<file path="src/rtl/can_cfg_bridge_if.sv">
// ---------------------------------------------------------------------------
// can_cfg_bridge_if
//
// Purpose: bundles the parser-side request/response handshake and the CAN
// wrapper configuration bus that the can_cfg_bridge sits between.
//
// Signal summary:
//   req_valid  1   parser request strobe
//   req_write  1   1 = write, 0 = read
//   req_addr   16  system address
//   req_wdata  32  write data
//   req_ready  1   bridge idle, request accepted on req_valid & req_ready
//   rsp_valid  1   one-cycle response pulse
//   rsp_rdata  32  read data (0 for writes and errors)
//   rsp_err    1   out-of-range or timeout
//   cfg_addr   16  address to the CAN wrapper
//   cfg_wdata  32  write data to the CAN wrapper
//   cfg_write  1   write strobe, held until ack
//   cfg_read   1   read strobe, held until ack
//   cfg_rdata  32  read data from the CAN wrapper
//   cfg_ack    1   access-complete handshake from the CAN wrapper
//
// Modports:
//   slave  - the bridge's view (receives requests, drives the cfg bus)
//   master - the surrounding environment (parser + CAN wrapper)
// ---------------------------------------------------------------------------
interface can_cfg_bridge_if;

  logic        req_valid;
  logic        req_write;
  logic [15:0] req_addr;
  logic [31:0] req_wdata;
  logic        req_ready;
  logic        rsp_valid;
  logic [31:0] rsp_rdata;
  logic        rsp_err;
  logic [15:0] cfg_addr;
  logic [31:0] cfg_wdata;
  logic        cfg_write;
  logic        cfg_read;
  logic [31:0] cfg_rdata;
  logic        cfg_ack;

  modport slave (
    input  req_valid, req_write, req_addr, req_wdata,
    output req_ready, rsp_valid, rsp_rdata, rsp_err,
    output cfg_addr, cfg_wdata, cfg_write, cfg_read,
    input  cfg_rdata, cfg_ack
  );

  modport master (
    output req_valid, req_write, req_addr, req_wdata,
    input  req_ready, rsp_valid, rsp_rdata, rsp_err,
    input  cfg_addr, cfg_wdata, cfg_write, cfg_read,
    output cfg_rdata, cfg_ack
  );

endinterface

</file>
<file path="src/rtl/can_cfg_bridge.sv">
// ---------------------------------------------------------------------------
// can_cfg_bridge
//
// Purpose: single-outstanding bridge from the command parser to the CAN
// wrapper configuration bus. A one-cycle request is range-checked against the
// CAN window; in-range accesses hold cfg_write/cfg_read until cfg_ack, then a
// one-cycle response carries read data and status back to the parser.
// Out-of-range requests are answered directly with an error and never touch
// the cfg bus.
//
// Ports:
//   clk    in   system clock, only clock of the block
//   rst_n  in   asynchronous active-low reset
//   bus    slave modport of can_cfg_bridge_if (request/response + cfg bus)
//
// Parameters:
//   BASE_ADDR       first system address of the CAN window
//   WINDOW          window size in bytes (window end computed in 17 bits)
//   TIMEOUT_CYCLES  ACCESS cycles without ack before the watchdog fires
//
// Build option:
//   CAN_CFG_BRIDGE_TIMEOUT_EN - when defined, a 16-bit watchdog ends accesses
//   that are never acknowledged with an error response. When undefined the
//   bridge waits in ACCESS indefinitely and no counter exists.
// ---------------------------------------------------------------------------
module can_cfg_bridge #(
  parameter logic [15:0] BASE_ADDR      = 16'h5000,
  parameter logic [15:0] WINDOW         = 16'h0100,
  parameter int unsigned TIMEOUT_CYCLES = 1024
) (
  input logic             clk,
  input logic             rst_n,
  can_cfg_bridge_if.slave bus
);

  typedef enum logic [1:0] {
    IDLE   = 2'd0,
    ACCESS = 2'd1,
    RESP   = 2'd2
  } state_t;

  // One bit wider than the address so a window ending at 16'hFFFF does not wrap.
  localparam logic [16:0] WindowEnd = {1'b0, BASE_ADDR} + {1'b0, WINDOW};

  state_t      state_q, state_d;
  logic [15:0] addr_q, addr_d;
  logic [31:0] wdata_q, wdata_d;
  logic        write_q, write_d;
  logic [31:0] rdata_q, rdata_d;
  logic        err_q, err_d;
  logic        inRange;

`ifdef CAN_CFG_BRIDGE_TIMEOUT_EN
  localparam logic [15:0] TimeoutLast = 16'(TIMEOUT_CYCLES - 1);
  logic [15:0] wdCnt_q, wdCnt_d;
`endif

  assign inRange = ({1'b0, bus.req_addr} >= {1'b0, BASE_ADDR}) &&
                   ({1'b0, bus.req_addr} <  WindowEnd);

  // Handshake and cfg outputs decode straight from the registered state, so an
  // asynchronous reset drops the strobes without waiting for a clock edge.
  assign bus.req_ready = (state_q == IDLE);
  assign bus.rsp_valid = (state_q == RESP);
  assign bus.rsp_rdata = rdata_q;
  assign bus.rsp_err   = err_q;
  assign bus.cfg_addr  = addr_q;
  assign bus.cfg_wdata = wdata_q;
  assign bus.cfg_write = (state_q == ACCESS) &&  write_q;
  assign bus.cfg_read  = (state_q == ACCESS) && !write_q;

  // State and data registers; response fields only change when a response is
  // being prepared, so they hold between responses.
  always_ff @(posedge clk or negedge rst_n) begin
    if (!rst_n) begin
      state_q <= IDLE;
      addr_q  <= '0;
      wdata_q <= '0;
      write_q <= 1'b0;
      rdata_q <= '0;
      err_q   <= 1'b0;
`ifdef CAN_CFG_BRIDGE_TIMEOUT_EN
      wdCnt_q <= '0;
`endif
    end else begin
      state_q <= state_d;
      addr_q  <= addr_d;
      wdata_q <= wdata_d;
      write_q <= write_d;
      rdata_q <= rdata_d;
      err_q   <= err_d;
`ifdef CAN_CFG_BRIDGE_TIMEOUT_EN
      wdCnt_q <= wdCnt_d;
`endif
    end
  end

  // Next-state logic: accept in IDLE, wait for ack (or watchdog) in ACCESS,
  // and spend exactly one cycle in RESP before returning to IDLE.
  always_comb begin
    state_d = state_q;
    addr_d  = addr_q;
    wdata_d = wdata_q;
    write_d = write_q;
    rdata_d = rdata_q;
    err_d   = err_q;
`ifdef CAN_CFG_BRIDGE_TIMEOUT_EN
    wdCnt_d = wdCnt_q;
`endif

    case (state_q)
      IDLE: begin
        if (bus.req_valid) begin
          addr_d  = bus.req_addr;
          wdata_d = bus.req_wdata;
          write_d = bus.req_write;
          if (inRange) begin
            state_d = ACCESS;
`ifdef CAN_CFG_BRIDGE_TIMEOUT_EN
            wdCnt_d = '0;
`endif
          end else begin
            state_d = RESP;
            err_d   = 1'b1;
            rdata_d = '0;
          end
        end
      end

      ACCESS: begin
        if (bus.cfg_ack) begin
          rdata_d = write_q ? 32'h0 : bus.cfg_rdata;
          err_d   = 1'b0;
          state_d = RESP;
        end
`ifdef CAN_CFG_BRIDGE_TIMEOUT_EN
        // An ack on the final watchdog edge takes priority over the timeout.
        else if (wdCnt_q == TimeoutLast) begin
          rdata_d = '0;
          err_d   = 1'b1;
          state_d = RESP;
        end else begin
          wdCnt_d = wdCnt_q + 16'd1;
        end
`endif
      end

      RESP: begin
        state_d = IDLE;
      end

      default: begin
        state_d = IDLE;
      end
    endcase
  end

endmodule

</file>
<file path="src/flat_wrapper.sv">
// flat-port wrapper written by rule: the top's interface ports become plain ports
module can_cfg_bridge_flat 
#(
  parameter logic [15:0] BASE_ADDR      = 16'h5000,
  parameter logic [15:0] WINDOW         = 16'h0100,
  parameter int unsigned TIMEOUT_CYCLES = 1024
)
  (clk, rst_n, bus_req_valid, bus_req_write, bus_req_addr, bus_req_wdata, bus_req_ready, bus_rsp_valid, bus_rsp_rdata, bus_rsp_err, bus_cfg_addr, bus_cfg_wdata, bus_cfg_write, bus_cfg_read, bus_cfg_rdata, bus_cfg_ack);
  can_cfg_bridge_if bus_i ();
  input logic clk;
  input logic rst_n;
  input wire logic [$bits(bus_i.req_valid)-1:0] bus_req_valid;
  input wire logic [$bits(bus_i.req_write)-1:0] bus_req_write;
  input wire logic [$bits(bus_i.req_addr)-1:0] bus_req_addr;
  input wire logic [$bits(bus_i.req_wdata)-1:0] bus_req_wdata;
  output wire logic [$bits(bus_i.req_ready)-1:0] bus_req_ready;
  output wire logic [$bits(bus_i.rsp_valid)-1:0] bus_rsp_valid;
  output wire logic [$bits(bus_i.rsp_rdata)-1:0] bus_rsp_rdata;
  output wire logic [$bits(bus_i.rsp_err)-1:0] bus_rsp_err;
  output wire logic [$bits(bus_i.cfg_addr)-1:0] bus_cfg_addr;
  output wire logic [$bits(bus_i.cfg_wdata)-1:0] bus_cfg_wdata;
  output wire logic [$bits(bus_i.cfg_write)-1:0] bus_cfg_write;
  output wire logic [$bits(bus_i.cfg_read)-1:0] bus_cfg_read;
  input wire logic [$bits(bus_i.cfg_rdata)-1:0] bus_cfg_rdata;
  input wire logic [$bits(bus_i.cfg_ack)-1:0] bus_cfg_ack;
  assign bus_i.req_valid = bus_req_valid;
  assign bus_i.req_write = bus_req_write;
  assign bus_i.req_addr = bus_req_addr;
  assign bus_i.req_wdata = bus_req_wdata;
  assign bus_req_ready = bus_i.req_ready;
  assign bus_rsp_valid = bus_i.rsp_valid;
  assign bus_rsp_rdata = bus_i.rsp_rdata;
  assign bus_rsp_err = bus_i.rsp_err;
  assign bus_cfg_addr = bus_i.cfg_addr;
  assign bus_cfg_wdata = bus_i.cfg_wdata;
  assign bus_cfg_write = bus_i.cfg_write;
  assign bus_cfg_read = bus_i.cfg_read;
  assign bus_i.cfg_rdata = bus_cfg_rdata;
  assign bus_i.cfg_ack = bus_cfg_ack;
  can_cfg_bridge #(.BASE_ADDR(BASE_ADDR), .WINDOW(WINDOW), .TIMEOUT_CYCLES(TIMEOUT_CYCLES)) u_core (.clk(clk), .rst_n(rst_n), .bus(bus_i));
endmodule
</file>
<file path="config.mk">
export PLATFORM = sky130hd
export DESIGN_NAME = can_cfg_bridge_flat
export DESIGN_NICKNAME = d
export VERILOG_FILES = /design/src/rtl/can_cfg_bridge_if.sv /design/src/rtl/can_cfg_bridge.sv /design/src/flat_wrapper.sv
export SDC_FILE = /design/constraint.sdc
export NUM_CORES = 1
export LEC_CHECK = 0
export CAP_MARGIN = 30
export CELL_PAD_IN_SITES_DETAIL_PLACEMENT = 1
export CELL_PAD_IN_SITES_GLOBAL_PLACEMENT = 1
export CORE_ASPECT_RATIO = 0.8
export CORE_MARGIN = 5
export CORE_UTILIZATION = 30
export DETAILED_ROUTE_END_ITERATION = 7
export PLACE_DENSITY_LB_ADDON = 0.2
export SLEW_MARGIN = 20
export SYNTH_ARGS = -nofsm -noshare
export SYNTH_HDL_FRONTEND = slang
export SYNTH_SLANG_ARGS = --single-unit
</file>
<file path="constraint.sdc">
create_clock -name clk -period 2.38 [get_ports clk]
set_clock_uncertainty 0.1 [all_clocks]
set_input_delay 0.476 -clock clk [delete_from_list [all_inputs] [get_ports clk]]
set_output_delay 0.476 -clock clk [all_outputs]
set_load 0.01 [all_outputs]
</file>
==> out/summary.md, run 1 <==
STA puts the critical path data required time at 1.80 ns. Type of the most critical hold path: in2async. The share of synthesized area occupied by flip-flops and latches is 0.6680, and the number of ports placed on the die boundary is 170. The post-synthesis cell count came out at 198.

The quantity of gates resized following cts is 0. The worst setup path is of the reg2out kind. The die extent in x was 124.5 um; the relative contribution of combinational cells to total power was 0.188. Area share of xor/xnor cells in the synthesized design: 0. For this run the aggregate overflow at the end of global routing stands at 0. Across all setup checks in the final design, the least slack found is 0.1097 ns.

For the post-synthesis cell area, the log shows 3147 um2. TritonCTS built the clock tree. The number of hold buffers added after CTS was 0. The first-pass iteration count of the detailed router was 4. For the hold slack, the log shows 0.01090 ns. The area fraction in compound gates after synthesis came out at 0.1082.

After filler insertion, the fill cell instance count of the layout stands at 1053. For the area of the core region, the log shows 10240 um2. For the internal power contribution, the log shows 2.977 mW.

The cell leakage power is 2.227 nW. The later pin in the worst-skew pair is clocked with a latency of 0.33 ns. Setup repair after global routing left no endpoint under its margin. The mean routed wirelength per cell was 18.65 um.

Summed over all nets, the switching power comes to 0.8805 mW. The initialized floorplan defines 33 standard-cell rows. The repair_antennas step left the layout with diodes totalling 0. The tools report the clock network power share as 0.389. The first global-routing pass estimated 15150 um of wire. The signal on the critical path passes through nand2b_1 -> nor2_1 -> clkdlybuf4s50_1.

The count of final max-slew check failures was 0; the clock net sink count was 84. The tools report the number of routed nets with antenna violations as 0. The flow ran to the end, and the final reports show no timing, DRC or antenna violations. The number of failing hold endpoints at the final stage was 0; the number of buffer and inverter instances along the worst setup path was 1. The slowest cell on the critical path is sky130_fd_sc_hd__clkdlybuf4s50_1. The library cells used most frequently in the layout, excluding fill and tap cells, are sky130_fd_sc_hd__clkdlybuf4s50_1 (167), sky130_fd_sc_hd__dfrtp_1 (84), sky130_fd_sc_hd__mux2_2 (48). In the routed layout, each cell is associated on average with a via count of 4.680. In this run the vertical extent of the chip is 101.6 um. The longest clock path from root to sink contains 2 buffers. The CTS H-tree depth is 3. The category of the worst setup path launch point was a register. The switching share of power was 0.2282. The kind of capture point of the worst setup path is an output port. For the final standard cell utilization of the core, the log shows 0.5230. On the worst path, the slowest cell contributes a delay of 0.56 ns.

The slew at the pin closest to its max-slew limit came out at 0.5096 ns. The sequential power share came out at 0.423. The max-cap check violation count is 0, and the wire length reported by the detailed router is 9603 um. The adder-cell area share of the yosys netlist is 0, and the violation count after the first detailed-route iteration is 133. The worst slew margin relative to its limit was 0.6603.

The final critical-path share of the clock period is 0.9539. Entering global routing, the biggest net connects 49 pins. Kind of cell adding the most delay to the critical path: buffers and inverters. The count of different cell masters after synthesis came out at 17.

The worst path in the final design needs a cycle of 2.270 ns, including I/O delays and setup. The share of layout cells above drive strength 1 was 0.1920. The average instance in the mapped netlist occupies 15.89 um2.

The tools report the initial antenna violation count as 0. In this run the power density over the cells is 720.3 nW/um2. The buffer cell driving the clock tree root is sky130_fd_sc_hd__clkbuf_16. The tools report the total via count after detailed routing as 2410. After synthesis, the largest family of logic cells by area is multiplexers.

The clock buffer count from CTS is 9, and the setup TNS is 0 ns. Post-synthesis simple-gate area fraction: 0.02942. At the end of routability-driven placement, the weighted congestion stood at 0.6805. The aggregate global-route resource usage came out at 0.1526. The mux share of post-synthesis cell area is 0.1718, and the top fanout value on the critical path is 5. At the worst endpoint, the arrival time is 1.69 ns. Count of nets after finishing: 455.

After synthesis the netlist holds a flip-flop and latch count of 84. Detailed placement finished with a half-perimeter wire length of 7117 um. The design draws 3.858 mW. The library cell used most frequently in the layout, excluding fill and tap cells, is sky130_fd_sc_hd__clkdlybuf4s50_1.

The quantity of I/O buffers inserted on ports was 169; the floorplan die area was 12650 um2. The run gives 2723 as the number of global-route vias before repair. The synthesis warning total is 0.

Derived from the worst setup path, the maximum achievable clock frequency is 440.5 MHz. For the pre-CTS worst setup slack, the log shows 0.1385 ns. The clock input transition at the sequential cells of the worst setup and hold paths is 0.06 ns.

When the netlist entered floorplanning its net count stood at 283. Relative to the synthesized area, the layout overhead comes to 70.18%. The maximum ir drop on the vdd rail was 0.0005645 V. The number of setup buffers added after CTS is 0. The count of unresolved DRC violations after routing was 0.

The run gives 0.3073 as the starting density of the core. The final setup violation count was 0.
-- per-stage QoR --
step	cell area [um2]	cells
after floorplan	3147	198
after global routing	5355	515
after global placement	5034	499
after detailed placement	5034	499
final	5355	515
after CTS	5353	515
-- synthesized netlist by cell type --
cell | n | area share
sky130_fd_sc_hd__a21bo_1 | 1 | 0.0032
sky130_fd_sc_hd__a32o_1 | 32 | 0.10
sky130_fd_sc_hd__buf_2 | 9 | 0.014
sky130_fd_sc_hd__clkbuf_1 | 6 | 0.0072
sky130_fd_sc_hd__dfrtp_1 | 84 | 0.67
sky130_fd_sc_hd__inv_1 | 1 | 0.0012
sky130_fd_sc_hd__mux2_2 | 48 | 0.17
sky130_fd_sc_hd__nand2_1 | 4 | 0.0048
sky130_fd_sc_hd__nand2b_1 | 1 | 0.0020
sky130_fd_sc_hd__nand3_1 | 1 | 0.0016
sky130_fd_sc_hd__nand3b_1 | 1 | 0.0024
sky130_fd_sc_hd__nor2_1 | 3 | 0.0036
sky130_fd_sc_hd__nor2b_1 | 1 | 0.0020
sky130_fd_sc_hd__nor3b_2 | 2 | 0.0080
sky130_fd_sc_hd__nor4_1 | 1 | 0.0020
sky130_fd_sc_hd__nor4bb_1 | 1 | 0.0032
sky130_fd_sc_hd__o21ai_0 | 2 | 0.0032
-- sequential cells by signal (all words and copies together) (netlist names) --
name,count
u_core.bus.cfg_addr,16
u_core.bus.rsp_rdata,32
u_core.state_q,2
u_core.write_q,1
u_core.bus.cfg_wdata,32
u_core.bus.rsp_err,1
-- power by group through the flow --
stage,sequential (mW),combinational [mW],clock (mW)
2_1_floorplan,1.72,0.173,0
3_3_place_gp,1.65,0.725,0
3_5_place_dp,1.66,0.739,0
4_1_cts,1.63,0.742,1.56
5_1_grt,1.65,0.775,1.62
6_report,1.63,0.726,1.50
-- final timing paths --
check	from	end	slack (ns)	depth (start not counted)
min in group clk	u_core.bus.rsp_err$_DFFE_PN0P_	u_core.bus.rsp_err$_DFFE_PN0P_	0.38	2
min	rst_n	u_core.bus.cfg_wdata[12]$_DFFE_PN0P_	0.01	1
min reg2reg	u_core.bus.rsp_err$_DFFE_PN0P_	u_core.bus.rsp_err$_DFFE_PN0P_	0.38	2
max in group asynchronous	rst_n	u_core.bus.cfg_wdata[26]$_DFFE_PN0P_	1.52	2
max	u_core.state_q[1]$_DFFE_PN0P_	bus_cfg_read	0.11	3
max reg2reg	u_core.state_q[0]$_DFFE_PN0P_	u_core.bus.cfg_addr[4]$_DFFE_PN0P_	0.73	3
-- area by class of cell --
type | instances | area (um2) | area share
flip-flops and latches | 84 | 2102 | 0.3925
inverters | 1 | 3.754 | 0.0007009
repair buffers | 176 | 1769 | 0.3304
clock inverters | 4 | 72.57 | 0.01355
multi-input cells | 98 | 985.9 | 0.1841
well taps | 140 | 175.2 | 0.03271
clock buffers | 12 | 246.5 | 0.04603
-- routing by layer --
| layer | track usage | share of wire | vias to the layer above |
|---|---|---|---|
| li1 | - | - | 1091 |
| met1 | 0.1740 | 0.39 | 1225 |
| met2 | 0.2645 | 0.53 | 83 |
| met3 | 0.05851 | 0.067 | 11 |
| met4 | 0.05644 | 0.016 | 0 |
| met5 | 0 | 0 | - |
-- logic make-up (layout without fill, tap and decap cells) --
logic type | count (synthesis) | in the layout
buffers and inverters | 16 | 193
AO/OA/AOI/OAI | 35 | 35
flip-flops | 84 | 84
multiplexers | 48 | 48
AND/OR/NAND/NOR | 15 | 15
Power figures use the tool's default switching activity.
==> inputs of run 2 (changes only) <==
Clock period 2.38 ns to 2.5 ns, I/O delays scaled along.
==> run 2 against run 1 <==
- power decreased by 8.4%
- largest power group unchanged
- critical path depth unchanged
- global-route usage about the same
- sequential share of layout area increased by 0.21 points
==> out/summary.md, run 2 (synthesis gave the netlist of run 1 again) <==
The setup TNS is 0 ns (unchanged), and the final critical-path share of the clock period is 0.9203. The initial antenna violation count was 0 (unchanged). The share of layout cells above drive strength 1 was 0.1941 (was 0.1920); the floorplan die area was 12650 um2 (unchanged).

The clock input transition at the sequential cells of the worst setup and hold paths is 0.06 ns (about the same). The global placer's final weighted congestion was 0.6640 (was 0.6805); the top fanout value on the critical path was 5 (unchanged). The violation count after the first detailed-route iteration came out at 126 (was 133). The number of routed nets with antenna violations was 0 (unchanged). The endpoint of the lowest-slack register-to-register path was u_core.bus.cfg_wdata[16]$_DFFE_PN0P_ (was u_core.bus.cfg_addr[4]$_DFFE_PN0P_). The buffer cell driving the clock tree root was sky130_fd_sc_hd__clkbuf_16 (unchanged). The first-pass GRT wire length is 15210 um (was 15150 um), and the count of unresolved DRC violations after routing is 0 (unchanged). The wire length reported by the detailed router was 9503 um (was 9603 um). Crit path cell chain: nand2b_1 -> nor2_1 -> clkdlybuf4s50_1 (unchanged). The run gives 985.9 um2 (unchanged) as the total area of multi-input combinational cells.

Detailed-route vias per instance: 4.713 (was 4.680). Type of the most critical hold path: in2async (unchanged). The maximum ir drop on the vdd rail is 0.0003210 V (was 0.0005645 V), and the area of the core region is 10240 um2 (unchanged).

The kind of cell adding the most delay to the critical path is buffers and inverters (unchanged). The clock net sink count came out at 84 (unchanged). The tools report the minimum setup slack among reg-to-reg paths as 0.85 ns (was 0.73 ns). The logs give 0 (unchanged) for the count of final max-slew check failures and 1072 (was 1053) for the count of filler cells inserted in the layout. First-pass iteration count of the detailed router: 6 (was 4). Based on the critical path, the design can be clocked at up to 434.7 MHz.

The tools report the worst flop-to-flop path startpoint as u_core.state_q[0]$_DFFE_PN0P_ (unchanged). Biggest cell delay along the critical path: 0.58 ns (was 0.56 ns). The sequential cell area was 2102 um2 (unchanged). The maximum number of pins on one net before global-route repair came out at 43 (was 49). The slew at the pin closest to its max-slew limit works out to 0.5519 ns (was 0.5096 ns).

For the cell area after placement, the log shows 5041 um2 (was 5034 um2). Leading cell types in the layout, fill and taps excluded: sky130_fd_sc_hd__clkdlybuf4s50_1 (168), sky130_fd_sc_hd__dfrtp_1 (84), sky130_fd_sc_hd__mux2_2 (48) (was sky130_fd_sc_hd__clkdlybuf4s50_1 (167), sky130_fd_sc_hd__dfrtp_1 (84), sky130_fd_sc_hd__mux2_2 (48)). The tools report the CTS H-tree depth as 3 (unchanged).

The number of buffer and inverter instances along the worst setup path works out to 1 (unchanged). The leading cell type in the layout, fill and taps excluded is sky130_fd_sc_hd__clkdlybuf4s50_1 (unchanged). The run gives 2 (unchanged) as the maximum clock insertion buffer count. Category of the most critical setup path: reg2out (unchanged).

The final standard cell utilization of the core was 0.5202 (was 0.5230); the number of inserted diodes was 0 (unchanged). The slowest cell on the critical path was sky130_fd_sc_hd__clkdlybuf4s50_1 (unchanged). The logs give 0 (unchanged) for the post-CTS repair timing setup buffer count and 0 (unchanged) for the quantity of gates resized following cts. The mean routed wirelength per cell was 18.42 um (was 18.65 um). The die extent in x was 124.5 um (unchanged); the count of nets after finishing was 456 (was 455). The standard-cell row count came out at 33 (unchanged).

The die boundary height was 101.6 um (unchanged). The worst slew margin relative to its limit is 0.6321 (was 0.6603), and the quantity of I/O buffers inserted on ports is 169 (unchanged). Data arrival time of the critical path: 1.70 ns (was 1.69 ns). For the sum of net half-perimeters after detailed placement, the log shows 7080 um (was 7117 um). For the max-cap check violation count, the log shows 0 (unchanged). The number of failing hold endpoints at the final stage was 0 (unchanged); the relative area change from synthesis to final layout was 69.26% (was 70.18%). The required time of the critical path was 1.90 ns (was 1.80 ns). The flow ran to the end, and the final reports show no timing, DRC or antenna violations.

The number of cells on the worst reg-to-reg path was 3 (unchanged). The starting density of the core came out at 0.3073 (unchanged). The kind of capture point of the worst setup path is an output port (unchanged).

The power per cell area is 663.1 nW/um2 (was 720.3 nW/um2). The tools report the post-layout instance area as 5326 um2 (was 5355 um2). The number of cells in the finished layout apart from fillers is 516 (was 515), and the number of ports placed on the die boundary is 170 (unchanged). TritonCTS built the clock tree. The run gives 2766 (was 2723) as the number of global-route vias before repair. Setup repair after global routing left no endpoint under its margin.

Clock buffer count from CTS: 9 (unchanged). The global-route congestion overflow total is 0 (unchanged). The run gives 0.1527 (was 0.1526) as the aggregate global-route resource usage. The insertion delay of the later-clocked pin in the worst-skew pair came out at 0.33 ns (about the same). The run gives 500 (was 499) as the number of placed instances with taps included. The tools report the total via count after detailed routing as 2432 (was 2410). The category of the worst setup path launch point was a register (unchanged). The count of hold-fix buffers inserted at cts was 0 (unchanged). The cell leakage power came out at 2.199 nW (was 2.227 nW).

The final setup violation count came out at 0 (unchanged). The worst path needs 2.301 ns of the cycle, external delays included.
## run 2: cell count changes in the layout (fill, tap and decap cells not counted), sizes merged
cell,delta
dlymetal6s2s,-1
buf,+1
bufinv,-1
clkdlybuf4s50,+1
clkinv,+2
clkbuf,-1
## run 2: through the flow
step	total power, mW	hold WS (ns)	worst slack [ns]
floorplan	1.799	0.1044	0.7548
global placement	2.263	0.3636	0.2967
detailed placement	2.285	0.3714	0.2817
CTS	3.595	0.06917	0.1590
global route	3.694	0.09662	0.07221
finish	3.532	0.05357	0.1993
## run 2: per-layer routing
metal	vias up	track usage	part of all wire
li1	1093	-	-
met1	1244	0.1807	0.39
met2	84	0.2616	0.53
met3	11	0.05746	0.067
met4	0	0.04802	0.013
met5	-	0	0
## run 2: power by group
group | switching (mW) | total (mW) | internal, mW
sequential | 0.0659 | 1.55 | 1.49
clock | 0.518 | 1.29 | 0.769
combinational | 0.245 | 0.691 | 0.446
total | 0.829 | 3.53 | 2.70
## run 2: area by class of cell
class / instances / share of cell area
clock buffers: 11 / 0.04369
clock inverters: 5 / 0.009866
inverters: 1 / 0.0007047
multi-input cells: 98 / 0.1851
flip-flops and latches: 84 / 0.3946
well taps: 140 / 0.03289
repair buffers: 177 / 0.3331
## run 2: worst max path at each step
stage	start	to	slack, ns	depth (start not counted)
floorplan	bus_req_valid	u_core.bus.rsp_rdata[17]$_DFFE_PN0P_	0.75	5
global placement	bus_req_addr[9]	u_core.bus.rsp_rdata[16]$_DFFE_PN0P_	0.30	5
global route	u_core.state_q[1]$_DFFE_PN0P_	bus_cfg_write	0.07	3
CTS	u_core.state_q[1]$_DFFE_PN0P_	bus_cfg_read	0.16	3
detailed placement	bus_req_addr[9]	u_core.bus.rsp_rdata[17]$_DFFE_PN0P_	0.28	5
finish	u_core.state_q[1]$_DFFE_PN0P_	bus_cfg_read	0.20	3
